==> src/rtl/ext_pipe.sv <==
// ext_pipe: IN_W->OUT_W immediate/data extender (zero, sign, upper, byte-sign)
// feeding a 2-entry skid buffer. Optional pop counter under EXT_PIPE_COUNT_EN.
module ext_pipe #(
    parameter int IN_W  = 16,
    parameter int OUT_W = 32,
    parameter int TAG_W = 5
) (
    input  logic             clk,
    input  logic             rst_n,
    input  logic             in_valid,
    output logic             in_ready,
    input  logic [IN_W-1:0]  data_in,
    input  logic [1:0]       mode,
    input  logic [TAG_W-1:0] tag_in,
    output logic             out_valid,
    input  logic             out_ready,
    output logic [OUT_W-1:0] data_out,
    output logic [TAG_W-1:0] tag_out
`ifdef EXT_PIPE_COUNT_EN
    ,
    output logic [15:0]      xfer_count
`endif
);

    typedef struct packed {
        logic [OUT_W-1:0] data;
        logic [TAG_W-1:0] tag;
    } entry_t;

    entry_t     head, tail, in_ent;
    logic [1:0] count;
    logic       push, pop;

    // Casts rather than replication so IN_W == OUT_W needs no zero-width repeat.
    always_comb begin
        in_ent.data = '0;
        in_ent.tag  = tag_in;
        case (mode)
            2'b00: in_ent.data = OUT_W'(data_in);
            2'b01: in_ent.data = $unsigned(OUT_W'($signed(data_in)));
            2'b10: in_ent.data = OUT_W'(data_in) << (OUT_W - IN_W);
            2'b11: in_ent.data = $unsigned(OUT_W'($signed(data_in[7:0])));
            default: in_ent.data = '0;
        endcase
    end

    assign in_ready  = (count != 2'd2);
    assign out_valid = (count != 2'd0);
    assign push      = in_valid & in_ready;
    assign pop       = out_valid & out_ready;
    assign data_out  = out_valid ? head.data : '0;
    assign tag_out   = out_valid ? head.tag  : '0;

    always_ff @(posedge clk or negedge rst_n) begin
        if (!rst_n) begin
            head  <= '0;
            tail  <= '0;
            count <= 2'd0;
        end else begin
            case ({push, pop})
                2'b10: begin
                    if (count == 2'd0) head <= in_ent;
                    else               tail <= in_ent;
                    count <= count + 2'd1;
                end
                2'b01: begin
                    head  <= tail;
                    tail  <= '0;
                    count <= count - 2'd1;
                end
                // Simultaneous push/pop only happens at count 1: new entry replaces head.
                2'b11: head <= in_ent;
                default: ;
            endcase
        end
    end

`ifdef EXT_PIPE_COUNT_EN
    always_ff @(posedge clk or negedge rst_n) begin
        if (!rst_n)   xfer_count <= 16'd0;
        else if (pop) xfer_count <= xfer_count + 16'd1;
    end
`endif

endmodule

==> config.mk <==
export PLATFORM = sky130hd
export DESIGN_NAME = ext_pipe
export DESIGN_NICKNAME = d
export VERILOG_FILES = /design/src/rtl/ext_pipe.sv
export SDC_FILE = /design/constraint.sdc
export NUM_CORES = 1
export LEC_CHECK = 0
export ABC_AREA = 1
export CORE_ASPECT_RATIO = 1.25
export CORE_MARGIN = 3
export CORE_UTILIZATION = 50
export CTS_BUF_LIST = sky130_fd_sc_hd__clkbuf_8
export CTS_CLUSTER_SIZE = 10
export DETAILED_ROUTE_END_ITERATION = 16
export GPL_TIMING_DRIVEN = 0
export PLACE_DENSITY = 0.79
export SYNTH_ARGS = -nofsm -noshare
export SYNTH_HDL_FRONTEND = slang
export SYNTH_SLANG_ARGS = --single-unit
==> constraint.sdc <==
create_clock -name clk -period 1.9 [get_ports clk]
set_input_delay 0.19 -clock clk [delete_from_list [all_inputs] [get_ports clk]]
set_output_delay 0.19 -clock clk [all_outputs]
set_load 0.05 [all_outputs]
# == After elaboration in Yosys (flattened, before gate mapping) ==
# Index checks and enable logic that the tools add are counted.
# totals
ff_bits,76
output_inout_bits,39
inputBits,27
wordCells,33
# classes
muxes,8
add_sub_neg,2
reduce_logical,7
eq_ne,9
bitwise_logic,2
# ops
cell,n
one-hot mux 32 bit (4 select lines),1
one-hot mux 37 bit (3 select lines),1
two-way mux 37 bit,2
one-hot mux 37 bit (2 select lines),1
two-way mux 32 bit,1
== test 2 bit (second input constant),4
!= test 2 bit (second input constant),3
two-way mux 5 bit,1
== test 2 x 1 -> 1 bit (second input constant),2
logical NOT 2 bit,2
one-hot mux 2 bit (2 select lines),1
AND reduction 2 bit,2
nonzero test 2 bit,2
nonzero test 3 bit,1
adder 2 x 1 -> 2 bit (second input constant),1
bitwise AND 1 bit,2
subtractor 2 x 1 -> 2 bit (second input constant),1

# == Depth between registers and ports, before layout ==
# Gate-level depths: netlist (run 1).
# depth
depth_word,5
ltp_mapped,12
mapped_depth_nobuf,10

# == Least setup slack after synthesis (run 1) ==
# Ideal clock, no wire load.
# synth_path
kind,register -> register
startpoint,register count[1]
endpoint,register head[13] (netlist bit)
arrival_time_ns,1.899
setup_ns,0.119
t_required_ns,1.781
stages_incl_launch_ff,12
period_less_slack_ns,2.017
path_slack_ns,-0.117
path_cell_list,dfrtp_1 -> inv_1 -> nand2_4 -> nand2_4 -> buf_2 -> inv_1 -> ha_1 -> buf_2 -> buf_2 -> nand2_1 -> nand2_1 -> o21a_1
# synth_via
elab_chain_len,5
word_cells_on_any_way,12
cone_classes,eq/ne: 5; mux: 1; bitwise: 2; reduce/logical: 4
# synth_lines
element,line,source
start: declaration,31,logic [1:0] count;
start signal: assignment,64,count <= count + 2'd1;
start signal: assignment,69,count <= count - 2'd1;
nonzero test 2 bit *,48,assign out_valid = (count != 2'd0);
named net out_valid,15,"output logic out_valid,"
bitwise AND 1 bit *,50,assign pop = out_valid & out_ready;
== test 2 bit or == test 2 x 1 -> 1 bit (tied branches),60,"case ({push, pop})"
!= test 2 bit (no line) or nonzero test 3 bit (tied branches),--,
AND reduction 2 bit (no line),--,
end signal: assignment,62,if (count == 2'd0) head <= in_ent;
end signal: assignment,67,head <= tail;
end signal: assignment,72,2'b11: head <= in_ent;
end: declaration,30,"entry_t head, tail, in_ent;"
# Mark *: on every way through the listed nets, which the timed path passes. The rest lies on a longest branch.
# A chain may end at the register's enable or synchronous reset.

# == Final worst setup path (run 1) ==
# layout_path
startpoint,register count[1]
endpoint,output data_out[2]
# layout_via
elab_chain_len,2
# layout_lines
element,line,source
nonzero test 2 bit,48,
two-way mux 32 bit,51,assign data_out = out_valid ? head.data : '0;
end: declaration,17,"output logic [OUT_W-1:0] data_out,"
# No other way between the ends.

==> impl_metrics.py, run 1 <==
metrics = {
    "critical_path": {
        "cp-end-kind": "primary output",
        "worstPathMaxFanout": 10,
        "reg2reg_depth": 10,
        "cp_slowest_cell": "dlygate4sd2_1",
        "worstPathArrival_ns": 1.61,
        "critPathKind": "flop to primary output",
        "crit_path_cell_trace": "nor2_4 -> buf_6 -> nor2_1 -> dlygate4sd2_1",
        "reg2reg_to": "tail[22]$_DFFE_PN0P_",
        "r2r-start": "count[1]$_DFFE_PN0P_",
        "worstPathRequired_ns": 1.71,
        "reg2reg_slack_ns": 0.11,
        "cpPeakStageDelay_ns": 0.53,
        "cp-start-kind": "flop",
    },
    "routing": {
        "routedWlPerCell_um": 14.45,
        "route.vias.total": 3714,
        "firstDrtPassIters": 5,
        "drtIter0Drc": 246,
        "wirelength_mm": 10.26,
        "ant_nets": 0,
        "drc": 0,
        "via_per_inst": 5.231,
    },
    "synthesis": {
        "synth_top_area_frac": 0.4786,
        "synth_area_leaders": "dfrtp_1, nand2_1, inv_1",
        "yosysTopAreaCell": "dfrtp_1",
        "syn-cell-area_mm2": 0.003974,
        "ys_seq_area_frac": 0.4786,
        "ys_ff_latch": 76,
        "synth_area_per_cell_um2": 7.498,
        "yosysWarningCount": 0,
        "synth_cells": 530,
        "synth_cell_types": 25,
        "synth_nets": 559,
    },
    "pwr": {
        "p_seq_frac": 0.278,
        "clkPwrFrac": 0.164,
        "p_switching_uw": 4851,
        "power_uw": 9807,
        "ir_drop_uv": 1602,
        "cellLeakagePower_uw": 0.002683,
        "p_int_uw": 4956,
        "power_density_mw_per_mm2": 1965,
        "combPwrFrac": 0.559,
        "sw_frac_of_total": 0.4947,
    },
    "finish": {
        "num-fill-cells": 626,
        "synthToLayoutAreaGrowth_pct": 25.57,
        "diodes": 0,
        "fin_util": 0.6625,
        "fin_nets": 642,
        "final_layout_size_suffix_gt1_frac": 0.1764,
        "mostFrequentLayoutCell": "nand2_1",
        "mostFrequentLayoutCells": "nand2_1, dfrtp_1, inv_1",
    },
    "sta": {
        "finalClockSkew_ns": 0.01099,
        "rsz0062_at_grt": "no",
        "period_share": 0.9478,
        "tightest_slew_ns": 0.4914,
        "slew_viol_final": 0,
        "max_freq_ghz": 0.5553,
        "hold_viol": 0,
        "setup_viol": 0,
        "maxSlewHeadroom": 0.6737,
        "period_needed_ns": 1.801,
    },
    "flow_run": {
        "cap_violations": 0,
    },
    "global_routing": {
        "overflow": 0,
        "grt_max_degree": 61,
        "antenna_found_initial": 0,
        "gr-usage-all-layers": 0.2373,
        "grt_pass1_wl_mm": 17.11,
        "grt_pass1_vias": 3676,
    },
    "die": {
        "die_area_mm2": 0.009060,
        "core_mm2": 0.007532,
        "die_h_um": 105.7,
        "start_util": 0.5276,
        "rows": 35,
        "dieWidth_um": 85.74,
        "ios": 66,
    },
    "clock_network": {
        "cts_buffer_depth": 2,
        "cts_tree": "built",
        "htree_levels": 3,
        "clock_latency_ns": 0.36,
        "cts_sinks": 76,
        "numCtsBuffers": 9,
        "cts_root_buf": "clkbuf_8",
        "clkTransAtPathRegs_ns": 0.08,
    },
    "worst_hold_path": {
        "hold_path.class": "input port to async pin",
    },
    "placement": {
        "io_buffer_count": 64,
        "hpwlAfterDp_mm": 7.360,
        "gp_routability_congestion": 0.9128,
    },
    "status": {
        "outcome": "finished, final reports clean",
    },
}
area by class of cell:
| type | count | area, um2 | area share |
|---|---|---|---|
| flip-flops and latches | 76 | 1903 | 0.3814 |
| multi-input cells | 362 | 1692 | 0.3390 |
| repair buffers | 73 | 551.8 | 0.1106 |
| plain buffers | 30 | 240.2 | 0.04814 |
| inverters | 61 | 231.5 | 0.04639 |
| clock inverters | 7 | 132.6 | 0.02658 |
| clock buffers | 9 | 123.9 | 0.02482 |
| well taps | 92 | 115.1 | 0.02307 |
power by group through the flow:
stage	sequential (uW)	combinational (uW)	clock [uW]
detailed placement	2750	5740	0
finish	2720	5480	1610
floorplan	2660	4100	0
global route	2790	5970	1690
global placement	2710	5640	0
CTS	2720	5430	1610
worst max-delay path, delay by kind of cell (launching register included):
family / cells / cell delay (ns)
buffers and inverters: 2 / 0.67
flip-flops: 1 / 0.43
AND/OR/NAND/NOR: 2 / 0.15
layer usage:
| layer | GRT usage | part of all wire |
|---|---|---|
| met3 | 0.04848 | 0.061 |
| met4 | 0.09842 | 0.026 |
| met1 | 0.3014 | 0.43 |
| met5 | 0 | 0 |
| met2 | 0.3917 | 0.49 |
synth_stat cells, drive strengths merged:
master  number
a21oi       40
buf         27
clkbuf       4
dfrtp       76
ha           2
inv         61
nand2      180
nand3       32
nor2        53
o21a         8
o21ai       45
xnor2        1
xor2         1
state kept, by name (all words and copies together) (netlist names):
signal  count
head       37
tail       37
count       2
logic make-up after synthesis:
family	synth area share
flip-flops	0.4786
AND/OR/NAND/NOR	0.2752
adder cells (fa/ha/maj)	0.006296
buffers and inverters	0.1115
AO/OA/AOI/OAI	0.1241
XOR/XNOR	0.004409
stage by stage:
| step | std cells | hold WS (ns) | setup TNS, ns | instance area (um2) | setup slack, ns |
|---|---|---|---|---|---|
| floorplan | 530 | -0.1056 | 0 | 4003 | 0.001505 |
| global placement | 686 | 0.4628 | -170.41 | 4758 | -2.174 |
| detailed placement | 687 | 0.08056 | -27.47 | 4783 | -0.4094 |
| CTS | 706 | 0.2312 | -0.08905 | 4950 | -0.08905 |
| global route | 710 | 0.2558 | 0 | 4990 | 0.001257 |
| finish | 710 | 0.2461 | 0 | 4990 | 0.09921 |
how the worst max path moves through the flow:
stage                      endpoint                  from  slack [ns]  cells past startpoint
5_1_grt        tail[22]$_DFFE_PN0P_  count[1]$_DFFE_PN0P_       0.001                     10
6_report                data_out[2]  count[1]$_DFFE_PN0P_         0.1                      4
3_5_place_dp    head[3]$_DFFE_PN0P_             out_ready       -0.41                     11
2_1_floorplan  head[13]$_DFFE_PN0P_  count[1]$_DFFE_PN0P_       0.002                     11
3_3_place_gp   count[0]$_DFFE_PN0P_                 rst_n       -2.17                      1
4_1_cts                data_out[23]  count[0]$_DFFE_PN0P_       -0.09                      5
timing repair:
action / CTS / global route
hold buffers: 1 / 0
setup buffers: 3 / 4
endpoints found under the hold margin: 16 / 0
setup endpoints to repair: 114 / 89
pin swaps: 0 / 0
gates resized for setup: 172 / 16
No activity file was read; power rests on OpenSTA's default activity.
==> inputs of run 2 (changes only) <==
--- a/config.mk
+++ b/config.mk
@@ -5,7 +5,6 @@
 export SDC_FILE = /design/constraint.sdc
 export NUM_CORES = 1
 export LEC_CHECK = 0
-export ABC_AREA = 1
 export CORE_ASPECT_RATIO = 1.25
 export CORE_MARGIN = 3
 export CORE_UTILIZATION = 50
@@ -13,7 +12,7 @@
 export CTS_CLUSTER_SIZE = 10
 export DETAILED_ROUTE_END_ITERATION = 16
 export GPL_TIMING_DRIVEN = 0
-export PLACE_DENSITY = 0.79
+export PLACE_DENSITY = 0.78
 export SYNTH_ARGS = -nofsm -noshare
 export SYNTH_HDL_FRONTEND = slang
 export SYNTH_SLANG_ARGS = --single-unit
==> run 2 against run 1 <==
  * Global-route usage up 1.8 points
  * Critical path type is now flop to flop
  * Critical endpoint is now tail[3]$_DFFE_PN0P_
  * Non-clock buffer count up 24
  * Routed wire length up 16%
  * Worst setup slack worse by 0.27 ns
  * Via count down 8.5%
  * Combinational power up 49%
  * First-iteration DRC count up 16%
  * Largest power group unchanged
  * Clock skew up 0.0024 ns
  * Register-to-register slack worse by 0.28 ns
  * Sequential power up 4%
  * The run now ends with setup timing left
==> impl_metrics.py, run 2 <==
metrics = {
    "synthesis": {
        "syn-cell-area_mm2": 0.004094,
        "yosysWarningCount": 0,
        "synthTopCellsByCount": "dfrtp_1, mux2_2, and2_1, o21ai_0, clkbuf_1",
        "synth_area_leaders": "dfrtp_1, mux2_2, and2_1",
        "synth_cell_types": 37,
        "synth-edff-count": 0,
        "synth_nets": 404,
        "synth_area_per_cell_um2": 10.92,
        "synth_top_area_frac": 0.4645,
        "async_flop_share": 1.000,
        "ys.flop_type": "dfrtp_1",
        "ys_seq_area_frac": 0.4645,
        "yosysTopAreaCell": "dfrtp_1",
        "ys_ff_latch": 76,
        "synth_cells": 375,
        "synth_most_common_cell": "dfrtp_1",
    },
    "die": {
        "die_h_um": 107.2,
        "die_area_mm2": 0.009316,
        "dieWidth_um": 86.94,
        "start_util": 0.5194,
        "rows": 36,
        "core_mm2": 0.007883,
        "ios": 66,
    },
    "routing": {
        "via_per_inst": 5.877,
        "wirelength_mm": 11.89,
        "drc": 0,
        "firstDrtPassIters": 4,
        "route.vias.total": 3397,
        "routedWlPerCell_um": 20.57,
        "ant_nets": 0,
        "drtIter0Drc": 286,
    },
    "finish": {
        "synthToLayoutAreaGrowth_pct": 48.78,
        "finish.instance_area_mm2": 0.006091,
        "mostFrequentLayoutCell": "dfrtp_1",
        "reg_top3": "head: 37 flops, tail: 37 flops, count: 2 flops",
        "final_cells": 578,
        "fin_util": 0.7727,
        "mostFrequentLayoutCells": "dfrtp_1, and2_4, buf_6, mux2_4, clkdlybuf4s50_1",
        "final_layout_size_suffix_gt1_frac": 0.4803,
        "diodes": 0,
        "fin_nets": 507,
    },
    "sta": {
        "whs_ns": 0.2809,
        "period_share": 1.090,
        "max_freq_ghz": 0.4828,
        "finalClockSkew_ns": 0.01342,
        "setup_viol": 102,
        "hold_viol": 0,
        "setup_ws_ns": -0.1712,
        "slew_viol_final": 0,
        "rsz0062_at_grt": "yes",
        "maxSlewHeadroom": 0.6771,
        "tightest_slew_ns": 0.4863,
        "period_needed_ns": 2.071,
    },
    "placement": {
        "dp.cells": 535,
        "post_dp_cell_area_mm2": 0.005006,
        "io_buffer_count": 64,
        "hpwlAfterDp_mm": 7.373,
        "gp_routability_congestion": 0.8656,
    },
    "pwr": {
        "cellLeakagePower_uw": 0.002798,
        "sw_frac_of_total": 0.4110,
        "power_density_mw_per_mm2": 2065,
        "p_seq_frac": 0.225,
        "p_switching_uw": 5169,
        "power_uw": 12580,
        "ir_drop_uv": 1468,
        "combPwrFrac": 0.651,
        "p_int_uw": 7409,
        "clkPwrFrac": 0.123,
    },
    "critical_path": {
        "reg2reg_to": "tail[3]$_DFFE_PN0P_",
        "reg2reg_depth": 10,
        "critPathKind": "flop to flop",
        "crit_end": "tail[3]$_DFFE_PN0P_",
        "cp-start-kind": "flop",
        "worstPathMaxFanout": 7,
        "reg2reg_slack_ns": -0.17,
        "critical_path.startpoint": "count[1]$_DFFE_PN0P_",
        "r2r-start": "count[1]$_DFFE_PN0P_",
        "worstPathRequired_ns": 2.15,
        "cp-end-kind": "flop",
        "worstPathArrival_ns": 2.33,
    },
    "global_routing": {
        "antenna_found_initial": 0,
        "grt_pass1_wl_mm": 18.15,
        "overflow": 0,
        "gr-usage-all-layers": 0.2553,
        "grt_max_degree": 49,
        "grt_pass1_vias": 3461,
    },
    "clock_network": {
        "htree_levels": 3,
        "cts_tree": "built",
        "cts_sinks": 76,
        "cts_buffer_depth": 2,
        "clock_latency_ns": 0.37,
        "numCtsBuffers": 9,
        "clkTransAtPathRegs_ns": 0.08,
        "cts_root_buf": "clkbuf_8",
    },
    "status": {
        "outcome": "finished, violations left",
        "violations": "setup timing",
    },
    "flow_run": {
        "cap_violations": 0,
    },
    "worst_hold_path": {
        "hold_path.class": "input port to async pin",
    },
}
## run 2: cell count changes after synthesis, sizes merged, moves of 14 or more
cell    delta
nor2      -51
o21ai     -17
inv       -58
a21oi     -30
clkbuf    +15
nand3     -30
nand2    -163
and2      +45
o32a      +14
nor2b     +15
mux2      +51
mux2i     +15
## run 2: cell type report
type                            instances  area (um2)
Multi-Input combinational cell        261        2401
Sequential cell                        76        1902
Fill cell                             482        1792
Timing Repair Buffer                   94        1039
Buffer                                 33       356.6
Clock buffer                           11       151.4
Tap cell                               95       118.9
Clock inverter                          5       98.84
Inverter                                3       23.77
## run 2: routing by layer
layer / routed length [um] / vias up / share of wire / GRT usage
li1: - / 1534 / - / -
met2: 5821 / 128 / 0.49 / 0.3969
met5: 0 / - / 0 / 0
met1: 4927 / 1712 / 0.41 / 0.3480
met4: 297 / 0 / 0.025 / 0.1125
met3: 842 / 23 / 0.071 / 0.04304
## run 2: how the worst min path moves through the flow
stage                                 to  slack [ns]
floorplan           count[0]$_DFFE_PN0P_       -0.11
global placement    tail[36]$_DFFE_PN0P_        0.48
detailed placement  head[20]$_DFFE_PN0P_        0.14
CTS                 head[18]$_DFFE_PN0P_        0.29
global route        tail[18]$_DFFE_PN0P_        0.33
finish              head[19]$_DFFE_PN0P_        0.28
## run 2: repair_timing
item                                   4_1_cts  5_1_grt
setup endpoints to repair                  114      112
hold buffers                                 1        0
endpoints found under the hold margin       28        0
buffers inserted                            16        6
resized for setup                          315      121
gates cloned                                 5        1
pin swaps                                    1       10
## run 2: worst max-delay path: stages (launching register included)
cell	delay, ns
dfrtp_1	0.38
or2_1	0.24
buf_6	0.14
nand2_8	0.07
inv_8	0.03
buf_8	0.11
ha_4	0.19
mux2i_4	0.18
buf_12	0.16
buf_6	0.13
mux2_2	0.33
## run 2: kinds of logic (layout without fill, tap and decap cells)
| kind of cell | after synthesis | count (layout) | share of synthesized area |
|---|---|---|---|
| adder cells (fa/ha/maj) | 2 | 2 | 0.006111 |
| XOR/XNOR | 3 | 3 | 0.006419 |
| buffers and inverters | 38 | 146 | 0.04829 |
| multiplexers | 66 | 66 | 0.1800 |
| flip-flops | 76 | 76 | 0.4645 |
| AND/OR/NAND/NOR | 112 | 112 | 0.1663 |
| AO/OA/AOI/OAI | 78 | 78 | 0.1284 |
## run 2: power groups by stage
stage,combinational (uW),clock (uW),sequential [uW]
6_report,8190,1550,2830
5_1_grt,8590,1630,2900
4_1_cts,6910,1570,2770
3_5_place_dp,6170,0,2800
3_3_place_gp,6100,0,2750
2_1_floorplan,4550,0,2660
## run 2: through the flow
step / setup TNS (ns) / worst slack, ns
finish: -11.10 / -0.1712
global route: -17.96 / -0.2194
global placement: -208.43 / -1.990
detailed placement: -60.26 / -0.7533
CTS: -9.257 / -0.1524
floorplan: -24.80 / -0.4337
==> inputs of run 3 (changes only) <==
==> config.mk (replaced) <==
export PLATFORM = sky130hd
export DESIGN_NAME = ext_pipe
export DESIGN_NICKNAME = d
export VERILOG_FILES = /design/src/rtl/ext_pipe.sv
export SDC_FILE = /design/constraint.sdc
export NUM_CORES = 1
export LEC_CHECK = 0
export CELL_PAD_IN_SITES_DETAIL_PLACEMENT = 0
export CELL_PAD_IN_SITES_GLOBAL_PLACEMENT = 2
export CORE_ASPECT_RATIO = 1.4
export CORE_MARGIN = 3
export CORE_UTILIZATION = 32
export CTS_BUF_LIST = sky130_fd_sc_hd__clkbuf_8
export CTS_CLUSTER_SIZE = 10
export DETAILED_ROUTE_END_ITERATION = 16
export GPL_TIMING_DRIVEN = 0
export HOLD_SLACK_MARGIN = 0.12
export PLACE_DENSITY_LB_ADDON = 0.1
export SYNTH_ARGS = -nofsm -noshare
export SYNTH_HDL_FRONTEND = slang
export SYNTH_SLANG_ARGS = --single-unit
==> run 3 against run 2 <==
  * The run still ends with setup timing left
  * Combinational power up 3.8%
  * Flip-flop and latch count unchanged
  * Global-route usage down 6.6 points
  * Critical path type unchanged
  * Non-clock buffer count up 16
  * Via count down 0.65%
  * Highest routed layer unchanged
  * Critical endpoint is now tail[28]$_DFFE_PN0P_
  * Total power up 0.81%
==> impl_metrics.py, run 3 (synthesis results as in run 2) <==
metrics = {
    "sta": {
        "slew_viol_final": 0,
        "hold_viol": 0,
        "rsz0062_at_grt": "yes",
        "period_share": 1.103,
        "whs_ns": 0.2283,
        "period_needed_ns": 2.096,
        "finalClockSkew_ns": 0.007069,
        "tightest_slew_ns": 0.7662,
        "setup_viol": 94,
        "max_freq_ghz": 0.4771,
        "setup-tns-final_ns": -10.99,
        "maxSlewHeadroom": 0.4892,
        "setup_ws_ns": -0.1960,
    },
    "status": {
        "violations": "setup timing",
        "outcome": "finished, violations left",
    },
    "worst_hold_path": {
        "hold_path.class": "input port to async pin",
    },
    "die": {
        "core_mm2": 0.01243,
        "rows": 48,
        "ios": 66,
        "start_util": 0.3293,
        "die_area_mm2": 0.01421,
        "die_h_um": 139.8,
        "dieWidth_um": 101.6,
    },
    "critical_path": {
        "worstPathMaxFanout": 5,
        "reg2reg_slack_ns": -0.20,
        "cp-start-kind": "flop",
        "critPathKind": "flop to flop",
        "cp-end-kind": "flop",
        "r2r-start": "count[1]$_DFFE_PN0P_",
        "reg2reg_to": "tail[28]$_DFFE_PN0P_",
        "worstPathArrival_ns": 2.34,
        "worstPathRequired_ns": 2.15,
        "reg2reg_depth": 9,
    },
    "global_routing": {
        "grt_pass1_vias": 3635,
        "gr-usage-all-layers": 0.1897,
        "grt_max_degree": 63,
        "overflow": 0,
        "antenna_found_initial": 0,
        "grt_pass1_wl_mm": 20.62,
    },
    "clock_network": {
        "clock_latency_ns": 0.36,
        "cts_sinks": 76,
        "cts_buffer_depth": 2,
        "cts_tree": "built",
        "cts_root_buf": "clkbuf_8",
        "clkTransAtPathRegs_ns": 0.09,
        "numCtsBuffers": 9,
        "htree_levels": 3,
    },
    "finish": {
        "diodes": 0,
        "mostFrequentLayoutCells": "dfrtp_1, buf_6, mux2_4",
        "finish.instance_area_mm2": 0.006444,
        "num-fill-cells": 1107,
        "mostFrequentLayoutCell": "dfrtp_1",
        "reg_top3": "head: 37 flops, tail: 37 flops, count: 2 flops",
        "fin_nets": 523,
        "synthToLayoutAreaGrowth_pct": 57.40,
        "final_layout_size_suffix_gt1_frac": 0.4509,
    },
    "flow_run": {
        "cap_violations": 0,
    },
    "routing": {
        "via_per_inst": 5.200,
        "drtIter0Drc": 80,
        "wirelength_mm": 13.18,
        "firstDrtPassIters": 4,
        "ant_nets": 0,
        "route.vias.total": 3375,
        "routedWlPerCell_um": 20.31,
        "drc": 0,
    },
    "pwr": {
        "power_uw": 12680,
        "ir_drop_uv": 865.4,
        "power_density_mw_per_mm2": 1968,
        "cellLeakagePower_uw": 0.002926,
    },
    "placement": {
        "post_dp_cell_area_mm2": 0.005075,
        "io_buffer_count": 64,
        "hpwlAfterDp_mm": 8.493,
        "gp_routability_congestion": 0.7290,
    },
}
## run 3: changes by cell type in the layout (fill, tap and decap cells not counted), moves of 7 or more
cell / change
and2_4: -25
buf_6: +14
and2_1: +25
buf_8: -10
buf_12: +7
## run 3: area by class of cell
| class | instances | area, um2 | area share |
|---|---|---|---|
| Inverter | 3 | 26.28 | 0.004078 |
| Clock buffer | 13 | 178.9 | 0.02777 |
| Buffer | 32 | 415.4 | 0.06447 |
| Clock inverter | 3 | 42.54 | 0.006602 |
| Multi-Input combinational cell | 261 | 2415 | 0.3748 |
| Timing Repair Buffer | 111 | 1276 | 0.1981 |
| Sequential cell | 76 | 1902 | 0.2951 |
| Tap cell | 150 | 187.7 | 0.02913 |
## run 3: power breakdown
part | internal, uW | total (uW) | switching [uW]
sequential | 2390 | 2780 | 390
combinational | 4290 | 8500 | 4210
clock | 750 | 1410 | 655
## run 3: through the flow
step | util | std cells | worst slack [ns]
4_1_cts | 0.4956 | 642 | -0.2793
6_report | 0.5183 | 649 | -0.1960
3_3_place_gp | 0.4062 | 589 | -2.309
5_1_grt | 0.5183 | 649 | -0.2578
3_5_place_dp | 0.4082 | 590 | -0.8655
2_1_floorplan | - | 375 | -0.4337
## run 3: worst max path at each step
stage | slack, ns | cells past startpoint | from | end
after floorplan | -0.43 | 11 | count[1]$_DFFE_PN0P_ | tail[17]$_DFFE_PN0P_
after detailed placement | -0.87 | 6 | count[0]$_DFFE_PN0P_ | data_out[23]
final | -0.20 | 9 | count[1]$_DFFE_PN0P_ | tail[28]$_DFFE_PN0P_
after CTS | -0.28 | 12 | count[0]$_DFFE_PN0P_ | tail[27]$_DFFE_PN0P_
after global routing | -0.26 | 9 | count[1]$_DFFE_PN0P_ | tail[5]$_DFFE_PN0P_
after global placement | -2.31 | 1 | rst_n | head[18]$_DFFE_PN0P_
## run 3: what timing repair did
action | 4_1_cts | 5_1_grt
gates cloned | 9 | 2
gates resized for setup | 362 | 58
hold buffers | 1 | 0
buffers inserted | 28 | 10
endpoints found under the hold margin | 76 | 0
endpoints found under the setup margin | 114 | 113
pin swaps | 15 | 6
## run 3: routing by layer
metal  part of all wire  GRT usage  vias up
met3              0.042    0.02608       17
met2               0.52     0.3224       86
li1                   -          -     1565
met4              0.019    0.07773        0
met5                  0          0        -
met1               0.41     0.2380     1707
## run 3: worst max-delay path, cell delays in order, from the launching register on
cell and delay [ns]:
dfrtp_1 0.40, or2_4 0.29, nand2_8 0.09, buf_4 0.12, ha_4 0.15, mux2i_4 0.24
buf_12 0.14, buf_12 0.12, buf_12 0.12, mux2_4 0.30
